`src/rtl/parametric_mux_arb.sv`:
```
// parametric_mux_arb: N-input to 1-output stream arbiter with a one-entry
// output buffer.
//
// Default build: round-robin grant. The search starts at ptr, and ptr moves
// past each winner.
// Define MUX_ARB_FIXED_PRIO_EN for fixed priority instead. The lowest asserted
// index wins, and no ptr register is built.
//
// Ports:
//   clk                 rising-edge clock
//   reset_n             async active-low reset
//   recv_val[i]         input i valid
//   recv_rdy[i]         input i ready; only the granted input is ever ready
//   flattened_recv_msg  input i at [(p_ninputs-1-i)*p_nbits +: p_nbits]
//                       (input 0 sits in the MSB slice)
//   send_val            output buffer full
//   send_rdy            downstream ready
//   send_msg            buffered message
//   send_sel            index of the input that sourced send_msg

// Per-input slice: ready gating and message gating for the AND-OR output mux.
module parametric_mux_arb_lane #(
  parameter int p_nbits = 8
) (
  input  logic               grant,
  input  logic               accept,
  input  logic               reset_n,
  input  logic [p_nbits-1:0] msg,
  output logic               rdy,
  output logic [p_nbits-1:0] msg_gated
);
  // The reset term keeps ready low for the whole reset window, not only
  // while state is clear.
  assign rdy       = grant & accept & reset_n;
  assign msg_gated = grant ? msg : '0;
endmodule

module parametric_mux_arb #(
  parameter int p_nbits   = 8,
  parameter int p_ninputs = 4
) (
  input  logic                           clk,
  input  logic                           reset_n,
  input  logic [p_ninputs-1:0]           recv_val,
  output logic [p_ninputs-1:0]           recv_rdy,
  input  logic [p_ninputs*p_nbits-1:0]   flattened_recv_msg,
  output logic                           send_val,
  input  logic                           send_rdy,
  output logic [p_nbits-1:0]             send_msg,
  output logic [$clog2(p_ninputs)-1:0]   send_sel
);
  localparam int SW = $clog2(p_ninputs);

  logic [p_ninputs-1:0][p_nbits-1:0] slice;
  logic [p_ninputs-1:0][p_nbits-1:0] gated;
  logic [p_ninputs-1:0]              grant;
  logic [SW-1:0]                     gidx;
  logic                              any;
  logic [SW:0]                       cand;
  logic [p_nbits-1:0]                mux_msg;
  logic                              full;
  logic                              accept;
  logic                              xfer_in;
  logic [SW-1:0]                     start;
  logic [p_nbits-1:0]                buf_msg;
  logic [SW-1:0]                     buf_sel;

  assign slice  = flattened_recv_msg;
  assign accept = ~full | send_rdy;

`ifdef MUX_ARB_FIXED_PRIO_EN
  assign start = '0;
`else
  logic [SW-1:0] ptr;
  assign start = ptr;

  always_ff @(posedge clk or negedge reset_n) begin
    if (!reset_n)
      ptr <= '0;
    else if (xfer_in)
      ptr <= (gidx == SW'(p_ninputs - 1)) ? '0 : gidx + SW'(1);
  end
`endif

  // Walk from start upward modulo p_ninputs. cand has one extra bit so
  // start+k never overflows before the wrap subtraction.
  always_comb begin
    grant = '0;
    gidx  = '0;
    any   = 1'b0;
    cand  = '0;
    for (int k = 0; k < p_ninputs; k++) begin
      cand = {1'b0, start} + (SW+1)'(k);
      if (cand >= (SW+1)'(p_ninputs))
        cand = cand - (SW+1)'(p_ninputs);
      if (!any && recv_val[cand[SW-1:0]]) begin
        any                = 1'b1;
        grant[cand[SW-1:0]] = 1'b1;
        gidx               = cand[SW-1:0];
      end
    end
  end

  for (genvar g = 0; g < p_ninputs; g++) begin : g_lane
    parametric_mux_arb_lane #(.p_nbits(p_nbits)) u_lane (
      .grant     (grant[g]),
      .accept    (accept),
      .reset_n   (reset_n),
      .msg       (slice[p_ninputs-1-g]),
      .rdy       (recv_rdy[g]),
      .msg_gated (gated[g])
    );
  end

  // Grant is one-hot, so OR-reducing the gated slices is the mux.
  always_comb begin
    mux_msg = '0;
    for (int i = 0; i < p_ninputs; i++)
      mux_msg = mux_msg | gated[i];
  end

  assign xfer_in = any & accept;

  always_ff @(posedge clk or negedge reset_n) begin
    if (!reset_n) begin
      full    <= 1'b0;
      buf_msg <= '0;
      buf_sel <= '0;
    end else if (xfer_in) begin
      full    <= 1'b1;
      buf_msg <= mux_msg;
      buf_sel <= gidx;
    end else if (full && send_rdy) begin
      full    <= 1'b0;
    end
  end

  assign send_val = full;
  assign send_msg = buf_msg;
  assign send_sel = buf_sel;
endmodule

```
`config.mk`:
```
export PLATFORM = sky130hd
export DESIGN_NAME = parametric_mux_arb
export DESIGN_NICKNAME = d
export VERILOG_FILES = /design/src/rtl/parametric_mux_arb.sv
export SDC_FILE = /design/constraint.sdc
export NUM_CORES = 1
export LEC_CHECK = 0
export ABC_AREA = 1
export CORE_ASPECT_RATIO = 1.4
export CORE_UTILIZATION = 48
export CTS_BUF_LIST = sky130_fd_sc_hd__clkbuf_4
export DETAILED_ROUTE_END_ITERATION = 10
export PLACE_DENSITY = 0.92
export SLEW_MARGIN = 20
export SYNTH_ARGS = -nofsm -noshare
export SYNTH_HDL_FRONTEND = slang
export SYNTH_SLANG_ARGS = --single-unit
export TNS_END_PERCENT = 5
```
`constraint.sdc`:
```
create_clock -name clk -period 4 [get_ports clk]
set_input_delay 0.4 -clock clk [delete_from_list [all_inputs] [get_ports clk]]
set_output_delay 0.4 -clock clk [all_outputs]
set_load 0.01 [all_outputs]
```
; Word-level counts from Yosys, hierarchy flattened
; Index checks and enable logic that the tools add are counted.
; Widths: inputs -> output; s select.
[word_totals]
reg_bits = 13
latch_bits = 0
ram_bits = 0
rom_bits = 0
inputBits = 39
output_inout_bits = 15
elab_cells = 93
n_memories = 0
[classes]
addsub = 8
multipliers = 0
n_div = 0
n_lt_le_gt_ge = 12
eq_ne = 1
shift = 0
muxes = 39
bitwise = 17
n_reduce_logical = 12
[op_table]
columns = cell, count
row1 = $mux 8, 4
row2 = $or 8x8->8, 3
row3 = $mux 2, 9
row4 = $mux 4, 4
row5 = $mux 1, 14
row6 = $lt 2x3->1 const B, 4
row7 = $or 4x4->4, 3
row8 = $and 1x1->1, 9
row9 = $ge 3x3->1 const B, 3
row10 = $bmux 1 s2, 4
row11 = $demux 1 s2, 4
row12 = $ge 2x1->1 const B, 4
row13 = $logic_and 1x1->1, 8
row14 = $sub 2x1->2 const B, 4
row15 = $add 2x2->3 const B, 2
row16 = $add 2x1->3 const B, 1
row17 = $ge 2x3->1 const B, 1
row18 = $logic_not 1->1, 3
row19 = $add 2x1->2 const B, 1
row20 = $eq 2x2->1 const B, 1
row21 = $reduce_bool 2->1, 1
row22 = $not 1->1, 1
row23 = $or 1x1->1, 1

; Logic depth before layout (Yosys ltp)
[logic_depth]
depth_word = 18
depth_mapped = 16
mapped_depth_nobuf = 14

; By module
; A second synthesis with hierarchy kept.
[unflattened]
cells_unflattened = 210
area_unflattened_um2 = 1371.3
[modules_own_cells]
columns = mod, instances, cells_each, area_each_um2, seq_area_each_um2
row1 = parametric_mux_arb, 1, 130, 1021.0, 325.3
row2 = parametric_mux_arb_lane, 4, 20, 87.6, 0.0

; Worst setup path before layout
; OpenSTA, ideal clock, no wires.
[synth_timing]
path_kind = register to output
start = register with a tool-made name
end = output port recv_rdy[0]
t_arrival_ps = 1849
t_required_ps = 3600
slack_ps = 1751
stages_incl_launch_ff = 14
path_cell_list = dfrtp_1 -> buf_6 -> inv_8 -> ha_1 -> inv_1 -> nand3_1 -> nand2_2 -> nand3_2 -> nor2_2 -> nand2_1 -> nand3_2 -> nand2_1 -> inv_1 -> buf_4
[synth_rtl]
columns = element, line_no
row1 = to (decl), 45  ; output logic [p_ninputs-1:0] recv_rdy,

==> impl_results.md <==
* TritonCTS clock tree: done
* Pre-CTS WS at 1.04 ns
* Total Neg Setup Slack at 0 ns
* DRC at 0
* MaxCap Viol Count at 0
* CTS Buf Count at 3
* Final Cycle Share at 81.7%
* Max IR drop VDD at 0.000512 V
* CTS Buffer Depth at 2
* Drt pass-1 iters at 6
* Avg Inst Size Synth at 6.51 um2
* Mapped Area at 0.00130 mm2
* Fmax at 0.306 GHz
* Yosys cell types at 25
* RSZ-0062 raised after global routing: false
* Placer Congestion at 1.03
* Setup CP Type: reg -> out
* Final setup violation count at 0
* Post-CTS Resized at 0
* Number of global-route vias before repair at 1422
* Die Y at 63.6 um
* Die Wd at 46.0 um
* Initial antenna violation count at 0
* Crit path launch type: flop
* Post-layout min period at 3.27 ns
* Final Hold Viols at 0
* Worst Path Max Fanout at 11
* Yosys warns at 0
* Max Slew Vio Count at 0
* Total GRT Usage at 25.7%
* Final HPWL DP at 2900 um
* Worst Setup Slack, final at 0.730 ns
* Via density at 5.04
* Pwr/cell area at 842 mW/mm2
* Area growth from synthesis to layout at 42.5%
* DRT antenna net count at 0
* Seq/Total Area, Yosys at 25.0%
* Worst-Skew Late Latency at 0.28 ns
* Starting Density at 50.3%
* Htree depth at 1
* Clk_skew at 0.00958 ns
* Most used DFF post-synth: dfrtp_1
* Root Buffer: clkbuf_4
* Global route overflow at 0
* Hold buffer count at CTS at 0
* CTS clk-pin slew, worst paths at 0.09 ns
* Layout net count at 299
* Worst Path Arrival at 2.87 ns
* Pin count of the biggest net entering global routing at 21
* Wire length per cell at 12.0 um
* Status: finished clean
* IO Port Bufs at 53
* Async SR Flop Fraction at 100%
* Total Routed Length at 3440 um
* LEAKAGE at 0.936 nW
* Total clock sinks at 13
* Worst Tran Pin Value at 0.518 ns
* Net Count, Synth at 247
* Flops & latches, synth at 13
* Setup crit end kind: output pin
* Hold Crit Class: in -> async
* # IOs at 54
* First-pass GRT wire length at 5620 um
* Layout cell share with drive strength beyond 1 at 12.4%
* Die area at 0.00293 mm2
* Vias at 1447
* Post-Syn Instances at 200
* Total power at 1.56 mW
* Antenna diodes at 0
* Area of the core at 0.00259 mm2
* Post-CTS Setup Bufs at 0
* # placed instances at 283
* EDFF count, synth at 0
* Iter 0 DRT Violations at 51
* Worst slew margin at 65.5%
* Fin cells at 287
* Row count at 22
* CP Data Required Time at 3.60 ns
-- through the flow --
stage               util, %  hold slack (ns)  instance area [um2]
finish                 71.7            0.437                 1860
global route           71.7            0.459                 1860
CTS                    71.7            0.447                 1860
detailed placement     70.6            0.500                 1830
global placement       70.6            0.481                 1830
floorplan                 -            0.104                 1300
-- synthesized netlist by cell type (2+ instances only) --
cell	instances	share of area, %
a21boi_0	2	1.2
a21oi_1	5	1.9
buf_4	4	2.3
buf_6	2	1.7
dfrtp_1	13	25
ha_1	8	7.7
inv_1	13	3.7
inv_2	3	0.86
nand2_1	78	22
nand2_2	8	3.8
nand3_1	13	5.0
nand3_2	7	5.4
nand4_1	3	1.4
nor2_1	28	8.1
nor2_2	2	0.96
nor2_4	2	1.7
-- state kept, by name, indices dropped and copies added, names as in the netlist, named ones only --
signal / cells
send_val: 1
ptr: 1
send_msg: 8
send_sel: 2
-- layer usage --
layer | share of wire, % | up-vias | track usage, %
met1 | 37 | 658 | 26.2
li1 | - | 725 | -
met2 | 54 | 52 | 47.9
met3 | 5.1 | 12 | 1.72
met4 | 3.5 | 0 | 13.2
met5 | 0 | - | 0
-- path summary, 6_finish.rpt --
check / start / end / slack (ns) / cells past startpoint
hold reg to reg: send_msg[7]$_DFFE_PN0P_ / send_msg[7]$_DFFE_PN0P_ / 0.52 / 2
min in group clk: send_msg[7]$_DFFE_PN0P_ / send_msg[7]$_DFFE_PN0P_ / 0.52 / 2
setup reg to reg: flop / send_msg[5]$_DFFE_PN0P_ / 1.63 / 12
max in group asynchronous: reset_n / send_val$_DFFE_PN0P_ / 3.39 / 2
setup / recovery: flop / recv_rdy[2] / 0.73 / 12
hold / removal: reset_n / send_msg[6]$_DFFE_PN0P_ / 0.44 / 2
-- power by group --
part	switching, mW	internal [mW]	total, mW
registers	0.0690	0.206	0.275
clock network	0.0459	0.0370	0.0830
logic	0.727	0.478	1.20
-- cell usage in the layout (no fill, tap or decap), drive strengths merged --
cell type	n
ha	8
inv	17
a22oi	1
nand4	3
nand2	87
buf	1
a31oi	1
clkinv	1
a21oi	5
a21boi	3
xor2	1
nor2	32
nand3	21
dfrtp	13
o21a	1
clkbuf	3
clkdlybuf4s50	53
-- layout make-up --
type                            count  area, um2
Clock buffer                        3       22.5
Clock inverter                      1       5.00
Fill cell                         234        732
Inverter                           17       71.3
Multi-Input combinational cell    163        848
Sequential cell                    13        325
Tap cell                           36       45.0
Timing Repair Buffer               54        538
-- cells by family (layout without fill, tap and decap cells) --
| group | Yosys count | in the layout | share of synthesized area [%] |
|---|---|---|---|
| flip-flops | 13 | 13 | 25.0 |
| XOR/XNOR | 1 | 1 | 0.673 |
| AO/OA/AOI/OAI | 11 | 11 | 5.67 |
| buffers and inverters | 24 | 75 | 9.89 |
| adder cells (fa/ha/maj) | 8 | 8 | 7.69 |
| AND/OR/NAND/NOR | 143 | 143 | 51.1 |
-- critical path, stage by stage (launching register included) --
cell and delay (ns):
dfrtp_1 0.67, inv_8 0.08, ha_1 0.36, inv_1 0.12, nand3_1 0.10, nand2_2 0.10
nand3_2 0.09, nor2_2 0.16, nand2_1 0.09, nand3_2 0.17, nand2_1 0.08, inv_1 0.06
clkdlybuf4s50_1 0.52
No activity file was read; power rests on OpenSTA's default activity.
